$ cat config.mk
export PLATFORM = sky130hd
export DESIGN_NAME = viterbi_decoder_k3
export DESIGN_NICKNAME = d
export VERILOG_FILES = /design/src/rtl/viterbi_decoder_k3.sv
export SDC_FILE = /design/constraint.sdc
export NUM_CORES = 1
export LEC_CHECK = 0
export ABC_AREA = 0
export BUFFER_PORTS_ARGS = -buffer_cell sky130_fd_sc_hd__buf_4
export CAP_MARGIN = 15
export CORE_MARGIN = 4
export CORE_UTILIZATION = 54
export CTS_CLUSTER_SIZE = 16
export DETAILED_ROUTE_END_ITERATION = 6
export PLACE_DENSITY = 0.77
export SYNTH_ARGS = -nofsm -noshare
export SYNTH_HDL_FRONTEND = slang
export SYNTH_SLANG_ARGS = --single-unit
$ cat constraint.sdc
create_clock -name clk -period 7.5 [get_ports clk]
set_clock_uncertainty 0.05 [all_clocks]
set_input_delay 1.5 -clock clk [delete_from_list [all_inputs] [get_ports clk]]
set_output_delay 1.5 -clock clk [all_outputs]
set_load 0.02 [all_outputs]
$ cat src/rtl/viterbi_decoder_k3.sv
// Hard-decision Viterbi decoder, K=3 rate 1/2 (generators 111/101), register-exchange survivors.
// Define VITERBI_PM_NORM_EN to subtract the minimum path metric each step; otherwise metrics saturate.
module viterbi_decoder_k3 #(
  parameter int TB_DEPTH = 16,
  parameter int PM_W     = 6
) (
  input  logic              clk,
  input  logic              rst,
  input  logic              encoded1,
  input  logic              encoded2,
  input  logic              in_valid,
  output logic              decoded_bit,
  output logic              out_valid,
  output logic [4*PM_W-1:0] pm_dbg_o
);

  // Handshake: a symbol is consumed on every rising edge with in_valid=1 (no backpressure);
  // out_valid is a one-cycle qualifier for decoded_bit, which holds its value otherwise.

  localparam int FW = $clog2(TB_DEPTH + 1);
`ifndef VITERBI_PM_NORM_EN
  localparam logic [PM_W:0] PM_SAT = {1'b0, {PM_W{1'b1}}};
`endif

  logic [PM_W-1:0]     pm_q   [4];
  logic [PM_W-1:0]     pm_d   [4];
  logic [TB_DEPTH-1:0] surv_q [4];
  logic [TB_DEPTH-1:0] surv_d [4];
  logic [TB_DEPTH-1:0] surv_acs [4];
  logic [PM_W:0]       pm_acs [4];
  logic [1:0]          best;
  logic [PM_W:0]       best_pm;
  logic [FW-1:0]       fill_q, fill_d;
  logic                dec_q, dec_d;
  logic                ov_q, ov_d;

  // Cost of reaching a next state from predecessor pred with input bit b.
  function automatic logic [PM_W:0] branch_cost(input logic [PM_W-1:0] pm,
                                                 input logic [1:0]      pred,
                                                 input logic            b,
                                                 input logic            e1,
                                                 input logic            e2);
    logic          o1, o2;
    logic [PM_W:0] sum;
    o1  = b ^ pred[1] ^ pred[0];
    o2  = b ^ pred[0];
    sum = {1'b0, pm} + {{PM_W{1'b0}}, e1 ^ o1} + {{PM_W{1'b0}}, e2 ^ o2};
`ifndef VITERBI_PM_NORM_EN
    if (sum > PM_SAT) sum = PM_SAT;
`endif
    return sum;
  endfunction

  always_comb begin : acs
    logic [1:0]    st, p0, p1;
    logic [PM_W:0] c0, c1;
    logic          sel;
    st  = '0;
    p0  = '0;
    p1  = '0;
    c0  = '0;
    c1  = '0;
    sel = 1'b0;
    for (int ns = 0; ns < 4; ns++) begin
      st  = 2'(ns);
      p0  = {st[0], 1'b0};
      p1  = {st[0], 1'b1};
      c0  = branch_cost(pm_q[p0], p0, st[1], encoded1, encoded2);
      c1  = branch_cost(pm_q[p1], p1, st[1], encoded1, encoded2);
      // Strict compare so a tie keeps the s2=0 predecessor.
      sel = (c1 < c0);
      pm_acs[ns]   = sel ? c1 : c0;
      surv_acs[ns] = {(sel ? surv_q[p1][TB_DEPTH-2:0] : surv_q[p0][TB_DEPTH-2:0]), st[1]};
    end
  end

  always_comb begin : best_search
    best    = 2'd0;
    best_pm = pm_acs[0];
    for (int i = 1; i < 4; i++) begin
      if (pm_acs[i] < best_pm) begin
        best    = 2'(i);
        best_pm = pm_acs[i];
      end
    end
  end

  always_comb begin : next_state
    pm_d   = pm_q;
    surv_d = surv_q;
    fill_d = fill_q;
    dec_d  = dec_q;
    ov_d   = 1'b0;
    if (in_valid) begin
      for (int i = 0; i < 4; i++) begin
`ifdef VITERBI_PM_NORM_EN
        pm_d[i] = PM_W'(pm_acs[i] - best_pm);
`else
        pm_d[i] = pm_acs[i][PM_W-1:0];
`endif
      end
      surv_d = surv_acs;
      dec_d  = surv_acs[best][TB_DEPTH-1];
      ov_d   = (fill_q >= FW'(TB_DEPTH - 1));
      if (fill_q < FW'(TB_DEPTH)) fill_d = fill_q + FW'(1);
    end
  end

  always_ff @(posedge clk or negedge rst) begin
    if (!rst) begin
      pm_q[0]   <= '0;
      pm_q[1]   <= PM_W'(4);
      pm_q[2]   <= PM_W'(4);
      pm_q[3]   <= PM_W'(4);
      surv_q[0] <= '0;
      surv_q[1] <= '0;
      surv_q[2] <= '0;
      surv_q[3] <= '0;
      fill_q    <= '0;
      dec_q     <= 1'b0;
      ov_q      <= 1'b0;
    end else begin
      pm_q   <= pm_d;
      surv_q <= surv_d;
      fill_q <= fill_d;
      dec_q  <= dec_d;
      ov_q   <= ov_d;
    end
  end

  assign decoded_bit = dec_q;
  assign out_valid   = ov_q;
  assign pm_dbg_o    = {pm_q[3], pm_q[2], pm_q[1], pm_q[0]};

endmodule

==> summary by stage <==
Drt
The DRC violation count after routing is 0. Using the TritonRoute via totals, the vias-per-cell ratio works out to roughly 5.9. The remaining antenna violation count is 0.

After detailed routing, the average wire length per cell comes to 16.8 um. The first routing iteration left 343 violations. For this block, the routed nets add up to 15700 um of wire. The vias after detailed routing is 5477. The iteration count of the initial detailed-routing pass is 6.

Clocking
The maximum clock insertion buffer count is 2. Clock tree synthesis inserted a total of 9 buffers. The cell sitting at the root of the clock tree is a clkbuf_16.

For the worst-skew pair, the clock arrives at the later sink with an insertion delay of around 350 ps. The number of buffers inserted by hold repair at cts is 0. The H-tree generated during clock tree synthesis spans 3 levels. After clock tree synthesis, the clock-pin slew on the worst setup and hold paths is 70 ps. The CTS tree is done.

The clock net in this run drives a total of 86 sinks.

Worst setup path
The type of the worst setup path is in2reg. The startpoint of the most critical register-to-register path is pm_dbg_o[18]. The depth of the worst register-to-register path is 33.

The number of buffers and inverters on the critical path is 5. The critical path startpoint category is an input port. The top cell family by delay on the critical path is compound AO/OA/AOI/OAI gates. The worst endpoint required time is a little under 8000 ps.

The nature of the critical path endpoint is a flip-flop. Of all nets on the critical path, the largest fanout is 7. The end of the worst register-to-register path is decoded_bit.

The most critical setup path has its startpoint at encoded1. The slack of the worst reg-to-reg path is 510 ps. The critical path arrival is around 8000 ps. The biggest cell delay along the critical path is 420 ps. The largest individual stage delay along the critical path comes from the cell fa_2.

Global route
The first global-routing pass estimated 26200 um of wire. The global route total overflow is 0. Entering global routing, the biggest net connects 115 pins.

The via count of the first global-routing pass is 5515. The overall track demand over capacity in global routing is 0.244. The initial antenna violation count was 0.

Logic synthesis
In the synthesized netlist the dominant register cell turns out to be dfrtp_1. The largest area contributor in the netlist is dfrtp_1. The synthesized flop and latch total is 86. Counting instances in the post-synthesis netlist gives the leading cell types as nor2_1, a21oi_1, dfrtp_1. The mean post-synth cell area is 9.20 um2.

In this run, synthesis inferred 0 flip-flops with an integrated enable. For this run, the register share of the synthesized area comes to 0.338. After synthesis, the netlist uses 62 different library cells.

The number of instances in the synthesized netlist is 694. Sorting the synthesized cells by area gives the leading types as dfrtp_1, mux2i_1, ha_1, a21oi_1, nor2_1. The share of async-settable or async-resettable flops after synthesis is 1.00. The Yosys warning count is 0.

The area fraction of the dominant cell type after synthesis is 0.325. The most numerous cell in the Yosys netlist is nor2_1. The synthesized netlist occupies a cell area of ~6400 um2.

Layout
The filler cell count in the final layout is around 920. The multi-input combinational cells in the finished layout cover a total of 4130 um2. Relative to the synthesized area, the layout overhead comes to 20.9%.

In the final layout, the share of cells above drive strength 1 is 0.256. The antenna diode count is 0. The sequential cell area is between 2000 and 2500 um2.

The number of standard cells in the final layout excluding fillers is between 900 and 1000. The final layout net count is 853.

Placed design
The count of buffers added on input and output ports is 30. The half-perimeter wire length after detailed placement is 11400 um. The number of instances in the placed design is 907.

Routability-driven placement finished with a final weighted congestion of 0.969.

STA
The number of hold violations in the final report is 0. The count of pins over their slew limit is 0. Setup repair after global routing could not meet its margin everywhere. The final setup violation count is 1. In this run the tightest slew margin relative to its limit is 0.313. The timing-limited maximum frequency is 0.128 GHz. In the post-route analysis, the smallest setup slack over all paths is -316 ps. The worst hold slack is around 430 ps. At the pin with the least slew margin, the transition time is about 1000 ps. The post-route fraction of the period consumed by the critical path is 1.04. The shortest clock period the worst path allows after layout is 7820 ps.

Floorplanning
The vertical extent of the die is 117 um. The die width is 117 um. The total area inside the core boundary comes to 11500 um2. The initial core utilization is 0.555. The full die area is 13600 um2. 31 I/O pins were placed. The number of placement rows is 39.

Min path
For hold timing, the worst endpoint is surv_q[0]. The beginning of the worst hold path is surv_q[0]. The number of cells on the worst hold path is 1.

The class of the tightest hold or removal check is reg2reg.

Job
The number of max-capacitance violations reported is 0.

Outcome
The checks that failed: setup timing. The flow ran to the end, but the final reports show violations.
==> how the worst max path moves through the flow <==
stage,end,slack [ps],cells after the start
finish,decoded_bit,-320,37
global route,decoded_bit,-690,34
CTS,decoded_bit,-260,35
detailed placement,decoded_bit,-780,35
global placement,decoded_bit,-440,36
floorplan,decoded_bit,-340,35
==> placed cells by master, fill, tap and decap left out, types with 4 or more instances in the layout <==
cell and count:
conb_1 14, or2_2 5, nand2b_1 6, a21oi_1 80, ha_1 45, o21ai_0 21, mux2_2 24, a31oi_1 6
clkbuf_16 9, buf_4 104, fa_1 5, mux2i_1 64, o21a_1 11, nor2_1 92, nor3_1 6, and4_1 5
inv_1 32, nand2_1 35, a21o_1 9, a21oi_2 7, nand3_1 20, o21ai_1 5, dfrtp_1 83, ha_4 4
xnor2_1 6, xor2_1 11, nand4_1 7
==> flip-flops by register name, indices dropped and copies added (netlist names) <==
register,count
pm_dbg_o,24
fill_q,5
surv_q,55
decoded_bit,1
out_valid,1
==> worst reg2reg max path: cells and delay by family (launching register included) <==
kind | cells | cell delay [ps]
AO/OA/AOI/OAI | 18 | 3530
adder cells (fa/ha/maj) | 5 | 1440
AND/OR/NAND/NOR | 5 | 770
buffers and inverters | 4 | 420
flip-flops | 1 | 410
multiplexers | 1 | 290
==> cells by family after synthesis <==
logic type                 after synthesis  share of synthesized area
buffers and inverters                   71                     0.0498
other                                    2                    0.00118
adders and majority gates               60                      0.127
DFF                                     86                      0.338
AOI/OAI and AO/OA                      171                      0.174
xor gates and xnor gates                17                     0.0233
muxes                                   92                      0.149
and+or+nand+nor                        195                      0.138
==> layer usage <==
layer	up-vias	wire length [um]	global-route usage
met4	0	460	0.0971
met5	-	0	0
met1	2644	6730	0.296
li1	2648	-	-
met3	40	574	0.0513
met2	145	7960	0.422
==> repair_timing <==
action,4_1_cts,5_1_grt
setup endpoints to repair,1,1
setup buffers,12,1
pin swaps,25,8
resized for setup,18,6
==> area by class of cell <==
class	instances	area share
Sequential cell	86	0.279
Timing Repair Buffer	106	0.105
Tap cell	143	0.0232
Clock inverter	4	0.00713
Multi-Input combinational cell	549	0.535
Clock buffer	11	0.0327
Inverter	36	0.0183
==> through the flow <==
step           area (um2)  worst slack (ps)  setup TNS [ps]   util
6_report             7720              -316            -316  0.671
2_1_floorplan        6520              -342            -342      -
4_1_cts              7690              -260            -260  0.668
3_5_place_dp         7210              -778            -778  0.626
3_3_place_gp         7210              -443            -443  0.626
5_1_grt              7720              -691            -691  0.671
Power is left out: the tool's default activity adds up to more than one toggle a clock period on the data nets, which glitch-free logic cannot reach.
